**config.mk**
```make
export PLATFORM = sky130hd
export DESIGN_NAME = aer_uart_tx_bridge
export DESIGN_NICKNAME = d
export VERILOG_FILES = /design/src/rtl/aer_bridge_pkg.sv /design/src/rtl/sync_fifo.sv /design/src/rtl/aer_uart_tx_bridge.sv
export SDC_FILE = /design/constraint.sdc
export NUM_CORES = 1
export LEC_CHECK = 0
export BUFFER_PORTS_ARGS = -buffer_cell sky130_fd_sc_hd__clkbuf_2
export CAP_MARGIN = 30
export CORE_MARGIN = 1
export CORE_UTILIZATION = 60
export CTS_CLUSTER_SIZE = 30
export DETAILED_ROUTE_END_ITERATION = 10
export PLACE_DENSITY = 0.79
export SYNTH_ARGS = -nofsm -noshare
export SYNTH_HDL_FRONTEND = slang
export SYNTH_SLANG_ARGS = --single-unit
```
**constraint.sdc**
```tcl
create_clock -name clk -period 3.9 [get_ports clk]
set_clock_uncertainty 0.2 [all_clocks]
set_input_delay 0.585 -clock clk [delete_from_list [all_inputs] [get_ports clk]]
set_output_delay 0.585 -clock clk [all_outputs]
set_load 0.02 [all_outputs]
```
**src/rtl/aer_bridge_pkg.sv**
```systemverilog
// Shared definitions for the AER-to-UART egress bridge: FSM encodings, default header, byte-count helpers.
// No logic; latency and backpressure are properties of the modules that import this package.
package aer_bridge_pkg;

    typedef enum logic [1:0] {
        AER_BRIDGE_ST_IDLE = 2'd0,
        AER_BRIDGE_ST_HDR  = 2'd1,
        AER_BRIDGE_ST_ADDR = 2'd2,
        AER_BRIDGE_ST_TS   = 2'd3
    } aer_bridge_st_e;

    localparam logic [7:0] AER_BRIDGE_HDR_BYTE = 8'hFF;

    function automatic int addr_bytes(input int addr_w);
        return (addr_w + 7) / 8;
    endfunction

    function automatic int ts_bytes(input int ts_en, input int ts_w);
        return (ts_en != 0) ? ts_w / 8 : 0;
    endfunction

endpackage

```
**src/rtl/sync_fifo.sv**
```systemverilog
// Single-clock FIFO with registered read: data appears on rd_dat_o the cycle after a pop.
// Pushes while full and pops while empty are ignored; the caller owns any backpressure.
module sync_fifo #(
    parameter int WIDTH = 8,
    parameter int DEPTH = 16
) (
    input  logic                     clk,
    input  logic                     rst_n,
    input  logic                     push_i,
    input  logic [WIDTH-1:0]         wr_dat_i,
    input  logic                     pop_i,
    output logic [WIDTH-1:0]         rd_dat_o,
    output logic                     full_o,
    output logic                     empty_o,
    output logic [$clog2(DEPTH):0]   level_o
);
    localparam int AW = $clog2(DEPTH);
    localparam int LW = AW + 1;

    logic [WIDTH-1:0] mem_q [DEPTH];
    logic [AW-1:0]    wptr_q, rptr_q;
    logic [LW-1:0]    level_q;
    logic [WIDTH-1:0] rd_q;
    logic             do_push, do_pop;

    assign full_o   = (level_q == LW'(DEPTH));
    assign empty_o  = (level_q == '0);
    assign do_push  = push_i && !full_o;
    assign do_pop   = pop_i && !empty_o;
    assign rd_dat_o = rd_q;
    assign level_o  = level_q;

    always_ff @(posedge clk) begin
        if (do_push) mem_q[wptr_q] <= wr_dat_i;
    end

    always_ff @(posedge clk or negedge rst_n) begin
        if (!rst_n) begin
            wptr_q  <= '0;
            rptr_q  <= '0;
            level_q <= '0;
            rd_q    <= '0;
        end else begin
            if (do_push) wptr_q <= wptr_q + AW'(1);
            if (do_pop) begin
                rd_q   <= mem_q[rptr_q];
                rptr_q <= rptr_q + AW'(1);
            end
            if (do_push && !do_pop)      level_q <= level_q + LW'(1);
            else if (do_pop && !do_push) level_q <= level_q - LW'(1);
        end
    end

endmodule

```
**src/rtl/aer_uart_tx_bridge.sv**
```systemverilog
// AER 4-phase egress to AXI-Stream byte packets {hdr, addr LE, ts LE}; first byte valid 1 cycle after pop.
// tready stalls hold the byte; a full FIFO either drops-and-ACKs or withholds ACK.
module aer_uart_tx_bridge
    import aer_bridge_pkg::*;
#(
    parameter int         ADDR_W       = 8,
    parameter int         DEPTH        = 16,
    parameter int         TS_EN        = 0,
    parameter int         TS_W         = 16,
    parameter int         TS_PRESCALE  = 1000,
    parameter int         HDR_EN       = 0,
    parameter logic [7:0] HDR_BYTE     = AER_BRIDGE_HDR_BYTE,
    parameter int         DROP_ON_FULL = 1
) (
    input  logic                   clk,
    input  logic                   rst_n,
    input  logic [ADDR_W-1:0]      aer_addr,
    input  logic                   aer_req,
    output logic                   aer_ack,
    output logic [7:0]             m_axis_tdata,
    output logic                   m_axis_tvalid,
    input  logic                   m_axis_tready,
    output logic                   m_axis_tlast,
    output logic [$clog2(DEPTH):0] fifo_level,
    output logic [15:0]            overflow_cnt,
    input  logic                   clr_overflow
);
    localparam int AB = addr_bytes(ADDR_W);
    localparam int TB = ts_bytes(TS_EN, TS_W);
    localparam int DW = ADDR_W + TS_W * TS_EN;

    logic              fifo_full, fifo_empty, fifo_pop;
    logic              accept, drop, beat, pkt_done, last_addr, last_ts;
    logic [DW-1:0]     push_dat, rd_dat;
    logic [TS_W-1:0]   ts_word;
    logic [ADDR_W-1:0] rd_addr;
    logic [7:0]        addr_byte, ts_byte;
    logic              ack_q, ack_d;
    logic [15:0]       ovf_q, ovf_d;
    logic [2:0]        idx_q, idx_d;
    aer_bridge_st_e    state_q, state_d, first_st;

    generate
        if (TS_EN != 0) begin : g_ts
            localparam int PW = (TS_PRESCALE > 1) ? $clog2(TS_PRESCALE) : 1;
            logic [PW-1:0]   pre_q;
            logic [TS_W-1:0] ts_q;

            always_ff @(posedge clk or negedge rst_n) begin
                if (!rst_n) begin
                    pre_q <= '0;
                    ts_q  <= '0;
                end else if (pre_q == PW'(TS_PRESCALE - 1)) begin
                    pre_q <= '0;
                    ts_q  <= ts_q + TS_W'(1);
                end else begin
                    pre_q <= pre_q + PW'(1);
                end
            end

            assign push_dat = {ts_q, aer_addr};
            assign ts_word  = rd_dat[DW-1 -: TS_W];
        end else begin : g_no_ts
            assign push_dat = aer_addr;
            assign ts_word  = '0;
        end
    endgenerate

    sync_fifo #(.WIDTH(DW), .DEPTH(DEPTH)) u_fifo (
        .clk      (clk),
        .rst_n    (rst_n),
        .push_i   (accept),
        .wr_dat_i (push_dat),
        .pop_i    (fifo_pop),
        .rd_dat_o (rd_dat),
        .full_o   (fifo_full),
        .empty_o  (fifo_empty),
        .level_o  (fifo_level)
    );

    // Full flag is pre-pop: a slot freed this cycle is usable only next cycle.
    assign accept = aer_req && !ack_q && !fifo_full;
    assign drop   = aer_req && !ack_q && fifo_full && (DROP_ON_FULL != 0);
    assign ack_d  = ack_q ? aer_req : (accept || drop);

    always_comb begin
        ovf_d = ovf_q;
        if (clr_overflow)                 ovf_d = '0;
        else if (drop && ovf_q != 16'hFFFF) ovf_d = ovf_q + 16'd1;
    end

    // The FIFO read register doubles as the packet holding register.
    assign rd_addr       = rd_dat[ADDR_W-1:0];
    assign addr_byte     = 8'(rd_addr >> {idx_q, 3'b000});
    assign ts_byte       = 8'(ts_word >> {idx_q, 3'b000});
    assign last_addr     = (idx_q == 3'(AB - 1));
    assign last_ts       = (idx_q == 3'(TB - 1));
    assign first_st      = (HDR_EN != 0) ? AER_BRIDGE_ST_HDR : AER_BRIDGE_ST_ADDR;
    assign m_axis_tvalid = (state_q != AER_BRIDGE_ST_IDLE);
    assign beat          = m_axis_tvalid && m_axis_tready;

    always_comb begin
        state_d      = state_q;
        idx_d        = idx_q;
        fifo_pop     = 1'b0;
        pkt_done     = 1'b0;
        m_axis_tdata = '0;
        m_axis_tlast = 1'b0;
        case (state_q)
            AER_BRIDGE_ST_HDR: begin
                m_axis_tdata = HDR_BYTE;
                if (beat) begin
                    state_d = AER_BRIDGE_ST_ADDR;
                    idx_d   = '0;
                end
            end
            AER_BRIDGE_ST_ADDR: begin
                m_axis_tdata = addr_byte;
                m_axis_tlast = last_addr && (TB == 0);
                if (beat) begin
                    if (!last_addr) begin
                        idx_d = idx_q + 3'd1;
                    end else if (TB != 0) begin
                        state_d = AER_BRIDGE_ST_TS;
                        idx_d   = '0;
                    end else begin
                        pkt_done = 1'b1;
                    end
                end
            end
            AER_BRIDGE_ST_TS: begin
                m_axis_tdata = ts_byte;
                m_axis_tlast = last_ts;
                if (beat) begin
                    if (!last_ts) idx_d = idx_q + 3'd1;
                    else          pkt_done = 1'b1;
                end
            end
            default: ;
        endcase
        // Pop on the last beat too, so packets run back-to-back.
        if (state_q == AER_BRIDGE_ST_IDLE || pkt_done) begin
            if (!fifo_empty) begin
                fifo_pop = 1'b1;
                state_d  = first_st;
                idx_d    = '0;
            end else if (pkt_done) begin
                state_d = AER_BRIDGE_ST_IDLE;
            end
        end
    end

    always_ff @(posedge clk or negedge rst_n) begin
        if (!rst_n) begin
            state_q <= AER_BRIDGE_ST_IDLE;
            idx_q   <= '0;
            ack_q   <= 1'b0;
            ovf_q   <= '0;
        end else begin
            state_q <= state_d;
            idx_q   <= idx_d;
            ack_q   <= ack_d;
            ovf_q   <= ovf_d;
        end
    end

    assign aer_ack      = ack_q;
    assign overflow_cnt = ovf_q;

endmodule

```
==> impl_results.md <==
- Status: complete, no violations
- CP endpoint kind: flop
- DRT Pass-1 Iters: 4
- Crit share post-route: 79.9%
- Vias in the first global route: 4366
- # diodes: 0
- Critical Path AT: 3.26 ns
- Required @ worst endpoint: slightly above 4 ns
- Leakage: between 3 and 4 nW
- Total power: 5.92 mW
- GRT overflow: 0
- Antenna-violating nets left: 0
- Final hold vios: 0
- Setup bufs post-CTS: 0
- Final setup vio count: 0
- Slew @ Worst Pin: 0.935 ns
- Max Slew Vio Count: 0
- Clock tree buffer depth: 2
- Layout Nets: 540
- Cells after Synth: 459
- Row cnt: 40
- Setup_tns: 0 ns
- Synth Flop Type: edfxtp_1
- DP HPWL: 9380 µm
- HP Class: in -> reg
- Die width: between 100 and 150 µm
- H-tree levels: 4
- Fin cells: roughly 670
- Crit path launch type: flop
- Yosys cell types: 49
- Total Wirelength: 15100 µm
- Leading area contributor after synthesis: edfxtp_1
- Vias per cell: 6.24
- EDFF count, synth: 128
- Cell area after synthesis: 0.00741 mm²
- DP Cell Count: ~640
- Largest net degree at the start of global routing: 27
- Clock transition at path regs: 0.06 ns
- Area contributors post-synth: edfxtp_1 52%, dfrtp_1 15%, mux4_2 9.7%, mux2i_1 3.4%, ha_1 2.4%
- Synthesis-to-layout area growth: 13.4%
- Starting Density: a little over 60%
- Crit Path Max Fanout: 5
- Initial antenna violation count: 0
- Syn_nets: 487
- Layout cells sized above 1: approximately a quarter
- Clk_lat worst skew: 0.42 ns
- Worst hold slack: 0.0940 ns
- Post-synthesis sequential area ratio: 66.4%
- P per Cell Area: 704 mW/mm²
- CTS Buf Count: 17
- # Max-Cap Violations: 0
- VDD IR max: between 0.4 and 0.5 mV
- Final worst setup slack: 0.784 ns
- CTS root buf: clkbuf_16
- Port bufs: 44
- CTS tree: built
- Top cells by count, synth: 128 x edfxtp_1, 43 x dfrtp_1, 32 x mux4_2
- Core Box Area: around 0.012 mm²
- Ys Warns: 0
- Max Freq: 0.321 GHz
- Syn Area/Cell: 16.1 µm²
- Wire length per cell: 22.5 µm
- Vias: about 4200
- Final Critical Period: 3.12 ns
- First-pass GRT wire length: between 20000 and 25000 µm
- Async S/R FF share, synth: 25.1%
- Die Span Y: about 110 µm
- Share of the synthesized area in the top cell type: slightly above 50%
- DIE AREA: 0.0128 mm²
- Dpl ws: 0.805 ns
- Slew margin rel.: a little under two fifths
- #FFs+latches synth: 171
- RSZ-0062 raised after global routing: no
- Sink Count: 171
- Initial drt markers: 535
- Io pins: 45
- Remaining DRCs: 0
- GRT Total Usage: 26.3%
- Kind of critical path: reg -> reg
- Top-count cell post-synth: edfxtp_1
- GP Congestion: 0.836
==> cell usage in the layout, fill, tap and decap left out, drive strengths merged, types with 2 or more instances in the layout <==
cell type,Yosys,routed
nand2b,7,7
o31ai,9,9
mux4,32,32
a21o,10,10
nand2,20,20
nor4,3,3
ha,14,14
edfxtp,128,128
clkinv,0,3
xor2,2,2
clkinvlp,0,4
and4,4,4
buf,14,13
inv,10,14
mux2i,25,25
and3b,2,2
dfrtp,43,43
o22ai,2,2
or4,10,10
nor2b,4,4
and2,3,3
clkbuf,10,65
mux2,12,12
or3,3,3
a21oi,21,21
nand3,8,8
o21ai,9,9
a211oi,2,2
nand4,5,5
and3,3,3
nor2,21,21
nor3,6,6
xnor2,8,8
==> registers in the layout, indices dropped and copies added (netlist names) <==
signal / count
aer_ack: 1
idx_q: 3
overflow_cnt: 16
state_q: 2
u_fifo.level_o: 5
u_fifo.mem_q: 128
u_fifo.rd_dat_o: 8
u_fifo.rptr_q: 4
u_fifo.wptr_q: 4
==> path summary, 6_finish.rpt <==
path	depth (start not counted)	startpoint	end	slack (ns)
min in group asynchronous	2	rst_n	overflow_cnt[4]	0.44
max in group asynchronous	3	rst_n	u_fifo.rptr_q[2]	2.33
max reg2reg	13	idx_q[0]	u_fifo.level_o[4]	0.78
max	13	idx_q[0]	u_fifo.level_o[4]	0.78
min reg2reg	1	u_fifo.rd_dat_o[3]	u_fifo.rd_dat_o[3]	0.31
min	1	aer_req	aer_ack	0.09
==> routing by layer <==
metal	GRT usage (%)	share of wire, %	vias to the layer above
li1	-	-	1901
met4	11.6	2.0	0
met2	43.3	51	131
met1	33.6	42	2138
met3	6.59	4.9	24
met5	0	0	-
==> worst max-delay path, cell delays in order (launching register included) <==
cell	delay, ns
dfrtp_1	0.41
ha_1	0.20
ha_1	0.21
nand3_1	0.16
o2bb2ai_1	0.21
nor2_1	0.17
inv_2	0.07
ha_1	0.21
inv_1	0.15
ha_1	0.30
a21o_1	0.19
a21oi_1	0.17
mux2i_1	0.25
xnor2_1	0.14
==> power breakdown <==
part / switching [mW] / total [mW] / internal (mW)
logic: 0.963 / 1.91 / 0.945
registers: 0.287 / 2.45 / 2.17
clock network: 0.696 / 1.56 / 0.860
==> area by class of cell <==
class | count | area [µm²]
Sequential cell | 171 | 4920
Fill cell | 763 | 3610
Multi-Input combinational cell | 254 | 2340
Clock buffer | 21 | 462
Timing Repair Buffer | 58 | 368
Tap cell | 147 | 184
Clock inverter | 11 | 86.3
Inverter | 10 | 37.5
==> metrics by stage <==
stage	area (µm²)	utilization, %
after floorplan	7410	-
after global placement	7790	64.9
after detailed placement	7850	65.3
after CTS	8400	70.0
after global routing	8400	70.0
final	8400	70.0
==> kinds of logic (layout without fill, tap and decap cells) <==
logic type	after synthesis	in the layout	synth area share, %
xor+xnor	10	10	1.18
flops	171	171	66.4
compound gates	58	58	5.00
fa+ha+maj	15	15	2.63
simple gates	102	102	7.90
mux	69	69	14.9
buf+inv	34	100	1.98
==> repair_timing <==
item                                    CTS  global route
resized for setup                         0             0
endpoints found under the setup margin    0             0
hold buffers                              1             0
hold endpoints to repair                 17             0
Note: power is estimated with default switching activity, not from simulation.
